**src/rtl/vga_timing_pkg.sv**
```systemverilog
// Shared VGA raster timing defaults (640x480 @ ~72.8 Hz on a 31.5 MHz pixel clock).
// The renderer and the sync generator both take their geometry from here.
package vga_timing_pkg;

   function automatic int unsigned axis_total(input int unsigned active,
                                              input int unsigned fp,
                                              input int unsigned sync,
                                              input int unsigned bp);
      return active + fp + sync + bp;
   endfunction

   localparam int unsigned H_ACTIVE = 640;
   localparam int unsigned H_FP     = 24;
   localparam int unsigned H_SYNC   = 40;
   localparam int unsigned H_BP     = 128;
   localparam int unsigned H_TOTAL  = axis_total(H_ACTIVE, H_FP, H_SYNC, H_BP);

   localparam int unsigned V_ACTIVE = 480;
   localparam int unsigned V_FP     = 9;
   localparam int unsigned V_SYNC   = 3;
   localparam int unsigned V_BP     = 28;
   localparam int unsigned V_TOTAL  = axis_total(V_ACTIVE, V_FP, V_SYNC, V_BP);

   localparam bit H_POL = 1'b0;
   localparam bit V_POL = 1'b0;

   localparam int unsigned COORD_W = 10;

endpackage

```
**src/rtl/vga_sync_gen_if.sv**
```systemverilog
// Raster outputs of the sync generator as seen by the renderer and button sampler.
interface vga_sync_gen_if #(
   parameter int unsigned COORD_W = vga_timing_pkg::COORD_W
);
   logic               hsync;
   logic               vsync;
   logic [COORD_W-1:0] x_px;
   logic [COORD_W-1:0] y_px;
   logic               activevideo;
   logic               line_start;
   logic               frame_start;

   modport master (output hsync, vsync, x_px, y_px, activevideo, line_start, frame_start);
   modport slave  (input  hsync, vsync, x_px, y_px, activevideo, line_start, frame_start);
endinterface

```
**src/rtl/vga_axis_counter.sv**
```systemverilog
// One raster axis: position counter with explicit wrap, plus sync/active flags
// registered from the next count so they line up with the count they describe.
module vga_axis_counter
   import vga_timing_pkg::*;
#(
   parameter int unsigned ACTIVE = 640,
   parameter int unsigned FP     = 24,
   parameter int unsigned SYNC   = 40,
   parameter int unsigned BP     = 128,
   parameter bit          POL    = 1'b0,
   parameter int unsigned W      = 10
) (
   input  logic         clk,
   input  logic         reset,
   input  logic         step,
   output logic [W-1:0] count,
   output logic         wrap,
   output logic         sync,
   output logic         active
);

   localparam int unsigned TOTAL      = axis_total(ACTIVE, FP, SYNC, BP);
   localparam int unsigned SYNC_START = ACTIVE + FP;
   localparam int unsigned SYNC_END   = SYNC_START + SYNC;
   localparam int unsigned CW         = W + 1;

   logic [W-1:0]  count_next_c;
   logic [CW-1:0] count_ext_c;

   // Combinational so the downstream axis steps on the very edge this one wraps.
   assign wrap = step && (count == W'(TOTAL - 1));

   // One extra bit keeps window bounds exact even when an edge equals 2^W.
   always_comb begin
      count_next_c = count;
      if (step) begin
         count_next_c = wrap ? '0 : count + W'(1);
      end
      count_ext_c = {1'b0, count_next_c};
   end

   always_ff @(posedge clk) begin
      if (reset) begin
         count  <= '0;
         sync   <= ~POL;
         active <= 1'b1;
      end else begin
         count  <= count_next_c;
         sync   <= ((count_ext_c >= CW'(SYNC_START)) && (count_ext_c < CW'(SYNC_END))) ? POL : ~POL;
         active <= (count_ext_c < CW'(ACTIVE));
      end
   end

endmodule

```
**src/rtl/vga_sync_gen.sv**
```systemverilog
// Free-running VGA raster timing generator: two chained axis counters plus
// registered line/frame strobes and active-video qualifier.
module vga_sync_gen #(
   parameter int unsigned H_ACTIVE = vga_timing_pkg::H_ACTIVE,
   parameter int unsigned H_FP     = vga_timing_pkg::H_FP,
   parameter int unsigned H_SYNC   = vga_timing_pkg::H_SYNC,
   parameter int unsigned H_BP     = vga_timing_pkg::H_BP,
   parameter int unsigned V_ACTIVE = vga_timing_pkg::V_ACTIVE,
   parameter int unsigned V_FP     = vga_timing_pkg::V_FP,
   parameter int unsigned V_SYNC   = vga_timing_pkg::V_SYNC,
   parameter int unsigned V_BP     = vga_timing_pkg::V_BP,
   parameter bit          H_POL    = vga_timing_pkg::H_POL,
   parameter bit          V_POL    = vga_timing_pkg::V_POL,
   parameter int unsigned COORD_W  = vga_timing_pkg::COORD_W
) (
   input  logic           clk,
   input  logic           reset,
   vga_sync_gen_if.master vid
);

   localparam int unsigned     H_LEN       = vga_timing_pkg::axis_total(H_ACTIVE, H_FP, H_SYNC, H_BP);
   localparam int unsigned     V_LEN       = vga_timing_pkg::axis_total(V_ACTIVE, V_FP, V_SYNC, V_BP);
   localparam longint unsigned COORD_RANGE = 64'(1) << COORD_W;

   if ((64'(H_LEN) > COORD_RANGE) || (64'(V_LEN) > COORD_RANGE) ||
       (H_SYNC == 0) || (V_SYNC == 0)) begin : g_bad_params
      $error("vga_sync_gen: totals exceed coordinate range or a sync width is zero");
   end

   logic [COORD_W-1:0] h_count;
   logic [COORD_W-1:0] v_count;
   logic               h_wrap;
   logic               v_wrap;
   logic               h_sync;
   logic               v_sync;
   logic               h_active;
   logic               v_active;
   logic               h_active_next_c;
   logic               v_active_next_c;
   logic               activevideo_q;
   logic               line_start_q;
   logic               frame_start_q;

   vga_axis_counter #(
      .ACTIVE (H_ACTIVE), .FP (H_FP), .SYNC (H_SYNC), .BP (H_BP),
      .POL    (H_POL),    .W  (COORD_W)
   ) u_h_axis (
      .clk    (clk),
      .reset  (reset),
      .step   (1'b1),
      .count  (h_count),
      .wrap   (h_wrap),
      .sync   (h_sync),
      .active (h_active)
   );

   vga_axis_counter #(
      .ACTIVE (V_ACTIVE), .FP (V_FP), .SYNC (V_SYNC), .BP (V_BP),
      .POL    (V_POL),    .W  (COORD_W)
   ) u_v_axis (
      .clk    (clk),
      .reset  (reset),
      .step   (h_wrap),
      .count  (v_count),
      .wrap   (v_wrap),
      .sync   (v_sync),
      .active (v_active)
   );

   // Predict next-cycle active flags so activevideo is a single flop aligned to x/y.
   always_comb begin
      h_active_next_c = h_wrap | (h_active & (h_count != COORD_W'(H_ACTIVE - 1)));
      v_active_next_c = v_active;
      if (h_wrap) begin
         v_active_next_c = v_wrap | (v_active & (v_count != COORD_W'(V_ACTIVE - 1)));
      end
   end

   always_ff @(posedge clk) begin
      if (reset) begin
         activevideo_q <= 1'b1;
         line_start_q  <= 1'b1;
         frame_start_q <= 1'b1;
      end else begin
         activevideo_q <= h_active_next_c & v_active_next_c;
         line_start_q  <= h_wrap;
         frame_start_q <= h_wrap & v_wrap;
      end
   end

   assign vid.hsync       = h_sync;
   assign vid.vsync       = v_sync;
   assign vid.x_px        = h_count;
   assign vid.y_px        = v_count;
   assign vid.activevideo = activevideo_q;
   assign vid.line_start  = line_start_q;
   assign vid.frame_start = frame_start_q;

endmodule

```
**src/flat_wrapper.sv**
```systemverilog
// flat-port wrapper written by rule: the top's interface ports become plain ports
module vga_sync_gen_flat 
#(
   parameter int unsigned H_ACTIVE = vga_timing_pkg::H_ACTIVE,
   parameter int unsigned H_FP     = vga_timing_pkg::H_FP,
   parameter int unsigned H_SYNC   = vga_timing_pkg::H_SYNC,
   parameter int unsigned H_BP     = vga_timing_pkg::H_BP,
   parameter int unsigned V_ACTIVE = vga_timing_pkg::V_ACTIVE,
   parameter int unsigned V_FP     = vga_timing_pkg::V_FP,
   parameter int unsigned V_SYNC   = vga_timing_pkg::V_SYNC,
   parameter int unsigned V_BP     = vga_timing_pkg::V_BP,
   parameter bit          H_POL    = vga_timing_pkg::H_POL,
   parameter bit          V_POL    = vga_timing_pkg::V_POL,
   parameter int unsigned COORD_W  = vga_timing_pkg::COORD_W
)
  (clk, reset, vid_hsync, vid_vsync, vid_x_px, vid_y_px, vid_activevideo, vid_line_start, vid_frame_start);
  vga_sync_gen_if #(.COORD_W(COORD_W)) vid_i ();
  input  logic clk;
  input  logic reset;
  output wire logic [$bits(vid_i.hsync)-1:0] vid_hsync;
  output wire logic [$bits(vid_i.vsync)-1:0] vid_vsync;
  output wire logic [$bits(vid_i.x_px)-1:0] vid_x_px;
  output wire logic [$bits(vid_i.y_px)-1:0] vid_y_px;
  output wire logic [$bits(vid_i.activevideo)-1:0] vid_activevideo;
  output wire logic [$bits(vid_i.line_start)-1:0] vid_line_start;
  output wire logic [$bits(vid_i.frame_start)-1:0] vid_frame_start;
  assign vid_hsync = vid_i.hsync;
  assign vid_vsync = vid_i.vsync;
  assign vid_x_px = vid_i.x_px;
  assign vid_y_px = vid_i.y_px;
  assign vid_activevideo = vid_i.activevideo;
  assign vid_line_start = vid_i.line_start;
  assign vid_frame_start = vid_i.frame_start;
  vga_sync_gen #(.H_ACTIVE(H_ACTIVE), .H_FP(H_FP), .H_SYNC(H_SYNC), .H_BP(H_BP), .V_ACTIVE(V_ACTIVE), .V_FP(V_FP), .V_SYNC(V_SYNC), .V_BP(V_BP), .H_POL(H_POL), .V_POL(V_POL), .COORD_W(COORD_W)) u_core (.clk(clk), .reset(reset), .vid(vid_i));
endmodule
```
**config.mk**
```make
export PLATFORM = sky130hd
export DESIGN_NAME = vga_sync_gen_flat
export DESIGN_NICKNAME = d
export VERILOG_FILES = /design/src/rtl/vga_timing_pkg.sv /design/src/rtl/vga_sync_gen_if.sv /design/src/rtl/vga_axis_counter.sv /design/src/rtl/vga_sync_gen.sv /design/src/flat_wrapper.sv
export SDC_FILE = /design/constraint.sdc
export NUM_CORES = 1
export LEC_CHECK = 0
export BUFFER_PORTS_ARGS = -buffer_cell sky130_fd_sc_hd__buf_4
export CAP_MARGIN = 10
export CORE_ASPECT_RATIO = 1.2
export CORE_UTILIZATION = 37
export DETAILED_ROUTE_END_ITERATION = 16
export MAX_ROUTING_LAYER = met4
export PLACE_DENSITY = 0.6
export SLEW_MARGIN = 20
export SYNTH_ARGS = -nofsm -noshare
export SYNTH_HDL_FRONTEND = slang
export SYNTH_SLANG_ARGS = --single-unit
```
**constraint.sdc**
```tcl
create_clock -name clk -period 2.75 [get_ports clk]
set_clock_uncertainty 0.15 [all_clocks]
set_input_delay 0.55 -clock clk [delete_from_list [all_inputs] [get_ports clk]]
set_output_delay 0.55 -clock clk [all_outputs]
set_load 0.005 [all_outputs]
```
======== Word level (Yosys, flattened, before mapping) ========
Index checks and enable logic that the tools add are counted.
Widths: inputs -> output; s select.
operators by class
  mux-type cells .......................... 6
  equal/unequal tests ..................... 4
  reductions and logical operators ........ 3
  bitwise gates (word level) .............. 6
  $add $sub $neg .......................... 2
  $lt $le $gt $ge ......................... 6
operator list
  cell                   count
  $mux 10                3
  $add 10x1->10 const B  2
  $eq 10x10->1 const B   2
  $lt 10x10->1 const B   2
  $lt 10x9->1 const B    2
  $ge 10x10->1 const B   1
  $ge 10x9->1 const B    1
  $ne 10x10->1 const B   1
  $ne 10x9->1 const B    1
  $and 1x1->1            4
  $logic_and 1x1->1      3
  $mux 1                 3
  $or 1x1->1             2
word-level totals
  input bits .............................. 2
  word-level logic and storage cells ...... 36
  register bits after elaboration ......... 27
  output and inout bits ................... 25

======== Depth between registers and ports, before layout ========
Gate-level depths: netlist of run 1.
  depth in word-level cells ............... 7
  mapped depth ............................ 7
  depth with buffers taken out ............ 7

======== Cells and area by module ========
From an unflattened synthesis of run 1, not the netlist that was laid out.
unflattened totals
  cells, all modules ...................... 172
  area, all modules ....................... 1534.0 µm²
by module, submodules not included
  module                              times used  area an instance (µm²)  sequential area each (µm²)  cells each
  vga_axis_counter (u_core.u_v_axis)  1           696.9                   240.2                       79
  vga_axis_counter (u_core.u_h_axis)  1           669.4                   240.2                       75
  vga_sync_gen                        1           167.7                   60.1                        18

======== Worst setup path after synthesis of run 1 ========
Ideal clock, no wire load.
  path kind ............................... flip-flop to flip-flop
  start point ............................. register u_core.u_h_axis.count[0]
  end point ............................... register u_core.u_v_axis.sync
  stages on the path, launching flop included .. 8
  library setup time ...................... 0.141 ns
  buffers on the path ..................... 0
  data arrival time ....................... 1.961 ns
  clock period less this slack ............ 2.252 ns
  required time ........................... 2.459 ns
  setup slack ............................. 0.498 ns
  cells stage by stage .................... dfxtp_1 -> ha_1 -> and4_4 -> nand4_4 -> nor4_2 -> a21oi_1 -> a2111oi_4 -> o2111ai_1
between the ends
  longest elaborated chain between the ends .. 7
  elaborated cells on any way between the ends .. 8
  classes of those cells .................. order compare (2); eq/ne (1); mux (3); reduce/logical (2)
ends and longest elaborated chain
  item                                               line                    text
  start, declared                                    vga_axis_counter.sv:16  output logic [W-1:0] count,
  start signal, assigned                             vga_axis_counter.sv:48  count <= count_next_c;
  $eq 10x10->1 *                                     vga_axis_counter.sv:31  assign wrap = step && (count == W'(TOTAL - 1));
  $logic_and 1x1->1                                  vga_axis_counter.sv:31
  $mux 10                                            vga_axis_counter.sv:37  count_next_c = wrap ? '0 : count + W'(1);
  $mux 10 *                                          vga_axis_counter.sv:36  if (step) begin
  $ge 10x9->1 / $lt 10x9->1 (equally long branches)  vga_axis_counter.sv:49  sync <= ((count_ext_c >= CW'(SYNC_START)) && (count_ext_c < CW'(SYNC_END))) ? POL : ~POL;
  $logic_and 1x1->1 *                                vga_axis_counter.sv:49
  $mux 1 *                                           vga_axis_counter.sv:49
  end signal, assigned                               vga_axis_counter.sv:45  sync <= ~POL;
  end signal, assigned                               vga_axis_counter.sv:49
  end, declared                                      vga_axis_counter.sv:18  output logic sync,
Every way passes the cells marked *; elsewhere a longest branch is shown, timed or not.
A chain may end at the register's enable or synchronous reset.

======== Worst setup path in the final report of run 1 ========
Same ends and word-level chain as after synthesis.

==> results of run 1 <==
[worst min-delay path by stage]
stage                                start                     end  slack [ns]  depth (start not counted)
floorplan           u_core.u_h_axis.active  u_core.vid.activevideo        0.29                          2
finish              u_core.u_h_axis.active  u_core.vid.activevideo        0.32                          2
global placement    u_core.u_h_axis.active  u_core.vid.activevideo        0.31                          2
CTS                 u_core.u_h_axis.active  u_core.vid.activevideo        0.32                          2
global route        u_core.u_h_axis.active  u_core.vid.activevideo        0.39                          2
detailed placement  u_core.u_h_axis.active  u_core.vid.activevideo        0.31                          2
[cells in the mapped netlist (2+ instances only)]
library cell and instances:
dfxtp_1 27, nor4_1 2, nand4_4 2, o21ai_0 6, nor3_1 6, clkbuf_8 2
ha_1 3, nand2b_1 2, nand3_1 7, xnor2_1 7, nand2_1 13, or2b_2 2
or3_1 2, xor2_1 7, nand4_1 2, o2111ai_1 2, inv_1 3, a21oi_1 9
nor2_1 26, nor2b_1 2, a31oi_1 2
[routing by layer]
| metal | vias to the layer above | track usage, % | part of all wire, % |
|---|---|---|---|
| met3 | 8 | 2.41 | 3.6 |
| met5 | - | - | 0 |
| met2 | 33 | 28.5 | 51 |
| met1 | 573 | 19.5 | 43 |
| li1 | 599 | - | - |
| met4 | 0 | 6.61 | 2.1 |
[per-stage QoR]
stage	cell area [sq um]	hold WS, ns	util [%]
detailed placement	1640	0.307	44.7
global route	1690	0.393	46.0
CTS	1690	0.325	46.0
finish	1690	0.322	46.0
global placement	1640	0.308	44.7
floorplan	1430	0.288	-
[area by class of cell]
cell class / instances / area, sq um
Clock buffer: 3 / 41.3
Clock inverter: 1 / 7.51
Fill cell: 394 / 1980
Inverter: 4 / 15.0
Multi-Input combinational cell: 122 / 822
Sequential cell: 27 / 541
Tap cell: 52 / 65.1
Timing Repair Buffer: 26 / 195
[registers in the layout, summed over array words and instances (netlist names)]
name	flops
u_core.vid.frame_start	1
u_core.u_h_axis.sync	1
u_core.u_v_axis.active	1
u_core.u_v_axis.count	10
u_core.vid.activevideo	1
u_core.u_h_axis.count	10
u_core.u_h_axis.active	1
u_core.u_v_axis.sync	1
u_core.vid.line_start	1
[report_power, final]
group	switching, mW	internal [mW]	leakage (nW)	total (mW)
Combinational	0.0135	0.0117	0.407	0.0252
Clock	0.128	0.103	0.0217	0.231
Sequential	0.00832	0.396	0.219	0.404
[worst reg2reg max path: stages (launching register included)]
cell and delay (ns):
dfxtp_1 0.47, ha_1 0.37, and4_4 0.29, nand4_4 0.14, nor4_2 0.27, a21oi_1 0.11, a2111oi_4 0.42, o2111ai_1 0.17
[cells by family after synthesis]
family | synth area share [%]
simple gates | 35.4
buf+inv | 4.56
compound gates | 11.0
xor+xnor | 8.59
flops | 37.9
fa+ha+maj | 2.63
==> impl_metrics.xml, run 1 <==
<?xml version="1.0" encoding="UTF-8"?>
<metrics>
  <group name="clock_network">
    <metric name="clk_pin_slew_worst_paths" unit="ns">0.09</metric>
    <metric name="postCtsResizedCells" unit="">0</metric>
    <metric name="clkSinkCount" unit="">27</metric>
    <metric name="tritoncts_clock_tree" unit="">done</metric>
    <metric name="cts_made_buffers" unit="">3</metric>
    <metric name="clock_tree.buffer_depth" unit="">2</metric>
    <metric name="clk-insertion-delay-late" unit="ns">0.27</metric>
    <metric name="clk_root_buffer_cell" unit="">clkbuf_8</metric>
    <metric name="cts_htree_levels" unit="">1</metric>
    <metric name="post_cts_hold_buffer_count" unit="">0</metric>
    <metric name="cts.repair_timing.setup_buffer_count" unit="">0</metric>
  </group>
  <group name="flow_run">
    <metric name="max-cap-violations" unit="">0</metric>
  </group>
  <group name="place">
    <metric name="port-buffer-count" unit="">26</metric>
    <metric name="dp_slack" unit="ns">0.255</metric>
    <metric name="finalWeightedCongestion" unit="">0.835</metric>
    <metric name="dpl.cell_count" unit="">231</metric>
    <metric name="dp_hpwl" unit="mm">2.27</metric>
  </group>
  <group name="timing">
    <metric name="min_period" unit="ns">2.52</metric>
    <metric name="max_slew_margin" unit="%">65.8</metric>
    <metric name="postLayoutSetupSlackWorst" unit="ns">0.229</metric>
    <metric name="tightest_slew" unit="ns">0.508</metric>
    <metric name="final_hold_viol_count" unit="">0</metric>
    <metric name="timing.fmax" unit="MHz">397</metric>
    <metric name="final_setup_violation_count" unit="">0</metric>
    <metric name="unrepaired_setup_endpoints_after_global_routing" unit="">no</metric>
    <metric name="tns" unit="ns">0</metric>
    <metric name="post-route-period-util" unit="%">91.7</metric>
    <metric name="finalMaxSlewViolations" unit="">0</metric>
  </group>
  <group name="synth">
    <metric name="synth_enable_flop_cells" unit="">0</metric>
    <metric name="yosysTopAreaCellShare" unit="%">37.9</metric>
    <metric name="synth_area_leaders" unit="">dfxtp_1 (38%), nor2_1 (6.8%), xnor2_1 (4.3%)</metric>
    <metric name="seq_area_frac_synth" unit="%">37.9</metric>
    <metric name="ys_warn_count" unit="">0</metric>
    <metric name="synth_cells" unit="">158</metric>
    <metric name="netlist_area" unit="sq um">1430</metric>
    <metric name="async_reset_ff_share" unit="%">0</metric>
    <metric name="mappedNetlistNets" unit="">163</metric>
    <metric name="synthDominantAreaCellType" unit="">dfxtp_1</metric>
    <metric name="ys.flop_type" unit="">dfxtp_1</metric>
    <metric name="synthesis.area_per_instance" unit="sq um">9.04</metric>
    <metric name="netlist-cell-type-count" unit="">45</metric>
    <metric name="yosys_register_bits" unit="">27</metric>
  </group>
  <group name="route">
    <metric name="final_antenna_net_count" unit="">0</metric>
    <metric name="via_per_inst" unit="">5.16</metric>
    <metric name="drt_wl_total" unit="mm">3.04</metric>
    <metric name="firstDrtPassIters" unit="">4</metric>
    <metric name="detail_route.iter0.violations" unit="">47</metric>
    <metric name="vias" unit="">1213</metric>
    <metric name="drc_errors" unit="">0</metric>
    <metric name="post_detailed_route_wirelength_per_cell" unit="um">12.9</metric>
  </group>
  <group name="setup_path">
    <metric name="cp.buffers_inverters" unit="">0</metric>
    <metric name="worst-r2r-cell-count" unit="">7</metric>
    <metric name="worst_setup_path_startpoint" unit="">u_core.u_h_axis.count[0]</metric>
    <metric name="worst_path_max_delay_cell" unit="">dfxtp_1</metric>
    <metric name="worst_setup_path_end_kind" unit="">register</metric>
    <metric name="r2r_setup_slack" unit="ns">0.23</metric>
    <metric name="critPathTopFamily" unit="">compound AO/OA/AOI/OAI gates</metric>
    <metric name="critical_path_peak_fanout" unit="">8</metric>
    <metric name="startpoint_class_of_the_critical_path" unit="">register</metric>
    <metric name="regToRegEndpoint" unit="">u_core.u_v_axis.sync</metric>
    <metric name="endpoint" unit="">u_core.u_v_axis.sync</metric>
    <metric name="cp.depth" unit="">7</metric>
    <metric name="critical_path.cell_chain" unit="">ha_1 -&gt; and4_4 -&gt; nand4_4 -&gt; nor4_2 -&gt; a21oi_1 -&gt; a2111oi_4 -&gt; o2111ai_1</metric>
    <metric name="timing.critical_path.slowest_cell_delay" unit="ns">0.47</metric>
    <metric name="critical_path_arrival" unit="ns">2.51</metric>
    <metric name="critPathRequiredTime" unit="ns">2.74</metric>
    <metric name="critical_path_class" unit="">register to register</metric>
    <metric name="worst_reg2reg_startpoint" unit="">u_core.u_h_axis.count[0]</metric>
  </group>
  <group name="cells_and_area">
    <metric name="layout.cells.most_common_list" unit="">dfxtp_1 (27), nor2_1 (26), buf_4 (26)</metric>
    <metric name="post_layout_net_count" unit="">189</metric>
    <metric name="layoutNonFillerInstCount" unit="">235</metric>
    <metric name="insertedDiodeCount" unit="">0</metric>
    <metric name="final_common_cell" unit="">dfxtp_1</metric>
    <metric name="area_delta_synth_final" unit="%">18.1</metric>
    <metric name="drive_above_1_share" unit="%">25.1</metric>
  </group>
  <group name="global_routing">
    <metric name="via_count_of_the_first_global_routing_pass" unit="">1174</metric>
    <metric name="grt.total_usage" unit="%">16.8</metric>
    <metric name="grt_antenna_before_repair" unit="">0</metric>
    <metric name="grt_first_pass_wirelength" unit="mm">5.20</metric>
    <metric name="pin_count_of_the_biggest_net_entering_global_routing" unit="">17</metric>
    <metric name="grt_remaining_overflow" unit="">0</metric>
  </group>
  <group name="floorplan">
    <metric name="number_of_top_level_design_ports" unit="">27</metric>
    <metric name="floorplan_core_area" unit="sq um">3660</metric>
    <metric name="fp-row-count" unit="">24</metric>
    <metric name="die_height" unit="um">70.0</metric>
    <metric name="die_w" unit="um">58.7</metric>
    <metric name="floorplan.initialDensity" unit="%">39.0</metric>
    <metric name="die_area" unit="sq um">4110</metric>
  </group>
  <group name="min_path">
    <metric name="worstHoldPathType" unit="">register to register</metric>
  </group>
  <group name="pwr">
    <metric name="power" unit="uW">660</metric>
    <metric name="power.leakage" unit="nW">0.648</metric>
    <metric name="max-vdd-ir-drop" unit="mV">0.155</metric>
    <metric name="power_per_cell_area" unit="nW/um^2">391</metric>
  </group>
  <group name="outcome">
    <metric name="status" unit="">complete, no violations</metric>
  </group>
</metrics>
Power figures use the tool's default switching activity.
==> inputs of run 2 (changes only) <==
Settings changed: CTS_BUF_LIST set to sky130_fd_sc_hd__clkbuf_4, GPL_TIMING_DRIVEN set to 0.
==> run 2 against run 1 <==
Die area stayed put. Critical path depth down 1. Global-route usage is 0.99 points lower. First-iteration DRC count rose by 36%. Clock power down 21%. Combinational power is 25% higher. Core utilization rose by 0.85 points. Largest power group unchanged. Sequential power is essentially flat.
==> impl_metrics.xml, run 2 (same netlist as run 1, synthesis figures left out) <==
<?xml version="1.0" encoding="UTF-8"?>
<metrics>
  <group name="cells_and_area">
    <metric name="layout.cells.most_common_list" unit="">buf_4 (27), dfxtp_1 (27), nor2_1 (26)</metric>
    <metric name="drive_above_1_share" unit="%">26.6</metric>
    <metric name="insertedDiodeCount" unit="">0</metric>
    <metric name="post-route-util" unit="%">46.9</metric>
    <metric name="finished_layout_cell_area" unit="sq um">1720</metric>
    <metric name="largest_registers" unit="">u_core.u_h_axis.count (10), u_core.u_v_axis.count (10)</metric>
    <metric name="post_layout_net_count" unit="">194</metric>
    <metric name="area_delta_synth_final" unit="%">20.3</metric>
  </group>
  <group name="global_routing">
    <metric name="grt_remaining_overflow" unit="">0</metric>
    <metric name="pin_count_of_the_biggest_net_entering_global_routing" unit="">17</metric>
    <metric name="via_count_of_the_first_global_routing_pass" unit="">1103</metric>
    <metric name="grt.total_usage" unit="%">15.8</metric>
    <metric name="grt_first_pass_wirelength" unit="mm">4.93</metric>
    <metric name="grt_antenna_before_repair" unit="">0</metric>
  </group>
  <group name="timing">
    <metric name="min_period" unit="ns">2.49</metric>
    <metric name="postLayoutSetupSlackWorst" unit="ns">0.260</metric>
    <metric name="final_setup_violation_count" unit="">0</metric>
    <metric name="hold_slack" unit="ns">0.333</metric>
    <metric name="unrepaired_setup_endpoints_after_global_routing" unit="">no</metric>
    <metric name="finalMaxSlewViolations" unit="">0</metric>
    <metric name="post-route-period-util" unit="%">90.5</metric>
    <metric name="final_hold_viol_count" unit="">0</metric>
    <metric name="tns" unit="ns">0</metric>
    <metric name="tightest_slew" unit="ns">0.529</metric>
    <metric name="max_slew_margin" unit="%">64.4</metric>
    <metric name="timing.fmax" unit="MHz">402</metric>
  </group>
  <group name="setup_path">
    <metric name="startpoint_class_of_the_critical_path" unit="">register</metric>
    <metric name="r2r_setup_slack" unit="ns">0.26</metric>
    <metric name="worst_setup_path_end_kind" unit="">register</metric>
    <metric name="critical_path_class" unit="">register to register</metric>
    <metric name="critical_path_peak_fanout" unit="">8</metric>
    <metric name="worst-r2r-cell-count" unit="">6</metric>
    <metric name="critPathRequiredTime" unit="ns">2.82</metric>
    <metric name="worst_setup_path_startpoint" unit="">u_core.u_h_axis.count[0]</metric>
    <metric name="worst_reg2reg_startpoint" unit="">u_core.u_h_axis.count[0]</metric>
    <metric name="critical_path_arrival" unit="ns">2.56</metric>
    <metric name="regToRegEndpoint" unit="">u_core.u_v_axis.sync</metric>
  </group>
  <group name="floorplan">
    <metric name="die_area" unit="sq um">4110</metric>
    <metric name="die_height" unit="um">70.0</metric>
    <metric name="floorplan.initialDensity" unit="%">39.0</metric>
    <metric name="fp-row-count" unit="">24</metric>
    <metric name="floorplan_core_area" unit="sq um">3660</metric>
    <metric name="number_of_top_level_design_ports" unit="">27</metric>
    <metric name="die_w" unit="um">58.7</metric>
  </group>
  <group name="min_path">
    <metric name="timing.hold.worst_endpoint" unit="">u_core.vid.activevideo</metric>
    <metric name="worstHoldPathType" unit="">register to register</metric>
    <metric name="timing.hold.worst.start" unit="">u_core.u_h_axis.active</metric>
    <metric name="worst_hold_depth" unit="">2</metric>
  </group>
  <group name="outcome">
    <metric name="status" unit="">complete, no violations</metric>
  </group>
  <group name="clock_network">
    <metric name="clk_root_buffer_cell" unit="">clkbuf_4</metric>
    <metric name="tritoncts_clock_tree" unit="">done</metric>
    <metric name="clock_tree.buffer_depth" unit="">2</metric>
    <metric name="cts_htree_levels" unit="">1</metric>
    <metric name="postCtsResizedCells" unit="">0</metric>
    <metric name="cts_made_buffers" unit="">3</metric>
    <metric name="cts.repair_timing.setup_buffer_count" unit="">0</metric>
    <metric name="clk_pin_slew_worst_paths" unit="ns">0.16</metric>
    <metric name="clkSinkCount" unit="">27</metric>
    <metric name="post_cts_hold_buffer_count" unit="">0</metric>
    <metric name="clk-insertion-delay-late" unit="ns">0.33</metric>
  </group>
  <group name="route">
    <metric name="vias" unit="">1207</metric>
    <metric name="post_detailed_route_wirelength_per_cell" unit="um">12.1</metric>
    <metric name="via_per_inst" unit="">5.03</metric>
    <metric name="drt_wl_total" unit="mm">2.90</metric>
    <metric name="detail_route.iter0.violations" unit="">64</metric>
    <metric name="final_antenna_net_count" unit="">0</metric>
    <metric name="drc_errors" unit="">0</metric>
    <metric name="firstDrtPassIters" unit="">4</metric>
  </group>
  <group name="place">
    <metric name="dp_slack" unit="ns">0.264</metric>
    <metric name="finalWeightedCongestion" unit="">0.810</metric>
    <metric name="dpl-instance-area" unit="sq um">1690</metric>
    <metric name="dp_hpwl" unit="mm">2.16</metric>
    <metric name="port-buffer-count" unit="">26</metric>
  </group>
  <group name="pwr">
    <metric name="power.leakage" unit="nW">0.667</metric>
    <metric name="power_per_cell_area" unit="nW/um^2">359</metric>
    <metric name="max-vdd-ir-drop" unit="mV">0.167</metric>
  </group>
  <group name="flow_run">
    <metric name="max-cap-violations" unit="">0</metric>
  </group>
</metrics>
## run 2: changes by cell type in the layout (fill, tap and decap cells not counted), sizes merged
cell,previous run,this run
buf,26,28
clkbuf,3,6
## run 2: area by class of cell
| type | instances | area, sq um |
|---|---|---|
| timing repair buffer | 26 | 195 |
| sequential | 27 | 541 |
| tap | 52 | 65.1 |
| clock inverter | 1 | 7.51 |
| inverter | 4 | 15.0 |
| buffer | 5 | 50.0 |
| multi-input combinational | 122 | 822 |
| fill | 377 | 1950 |
| clock buffer | 3 | 22.5 |
## run 2: layer usage
layer  part of all wire [%]  vias up  GRT usage (%)
li1                       -      613              -
met1                     47      572           19.7
met2                     49       20           25.4
met3                    3.1        2           2.59
met4                   0.66        0           5.56
met5                      0        -              -
## run 2: worst max-delay path, stage by stage (launching register included)
cell and delay (ns):
dfxtp_1 0.50, ha_1 0.37, nand4_4 0.19, nor4_4 0.44
a21oi_1 0.17, a2111oi_4 0.40, o2111ai_1 0.16
## run 2: how the worst max path moves through the flow
stage	endpoint	slack, ns	cells past startpoint
after floorplan	u_core.u_v_axis.sync	0.50	7
after global placement	u_core.u_v_axis.sync	0.28	6
after detailed placement	u_core.u_v_axis.sync	0.26	6
after CTS	u_core.u_v_axis.sync	0.24	6
after global routing	u_core.u_v_axis.sync	0.06	6
final	u_core.u_v_axis.sync	0.26	6
## run 2: power by group
| part | internal [mW] | switching (mW) |
|---|---|---|
| logic | 0.0153 | 0.0161 |
| clock network | 0.0556 | 0.126 |
| registers | 0.397 | 0.00634 |
## run 2: stage by stage
stage,instances,power (mW)
floorplan,158,0.429
detailed placement,236,0.443
CTS,240,0.626
global placement,236,0.443
finish,240,0.617
global route,240,0.648
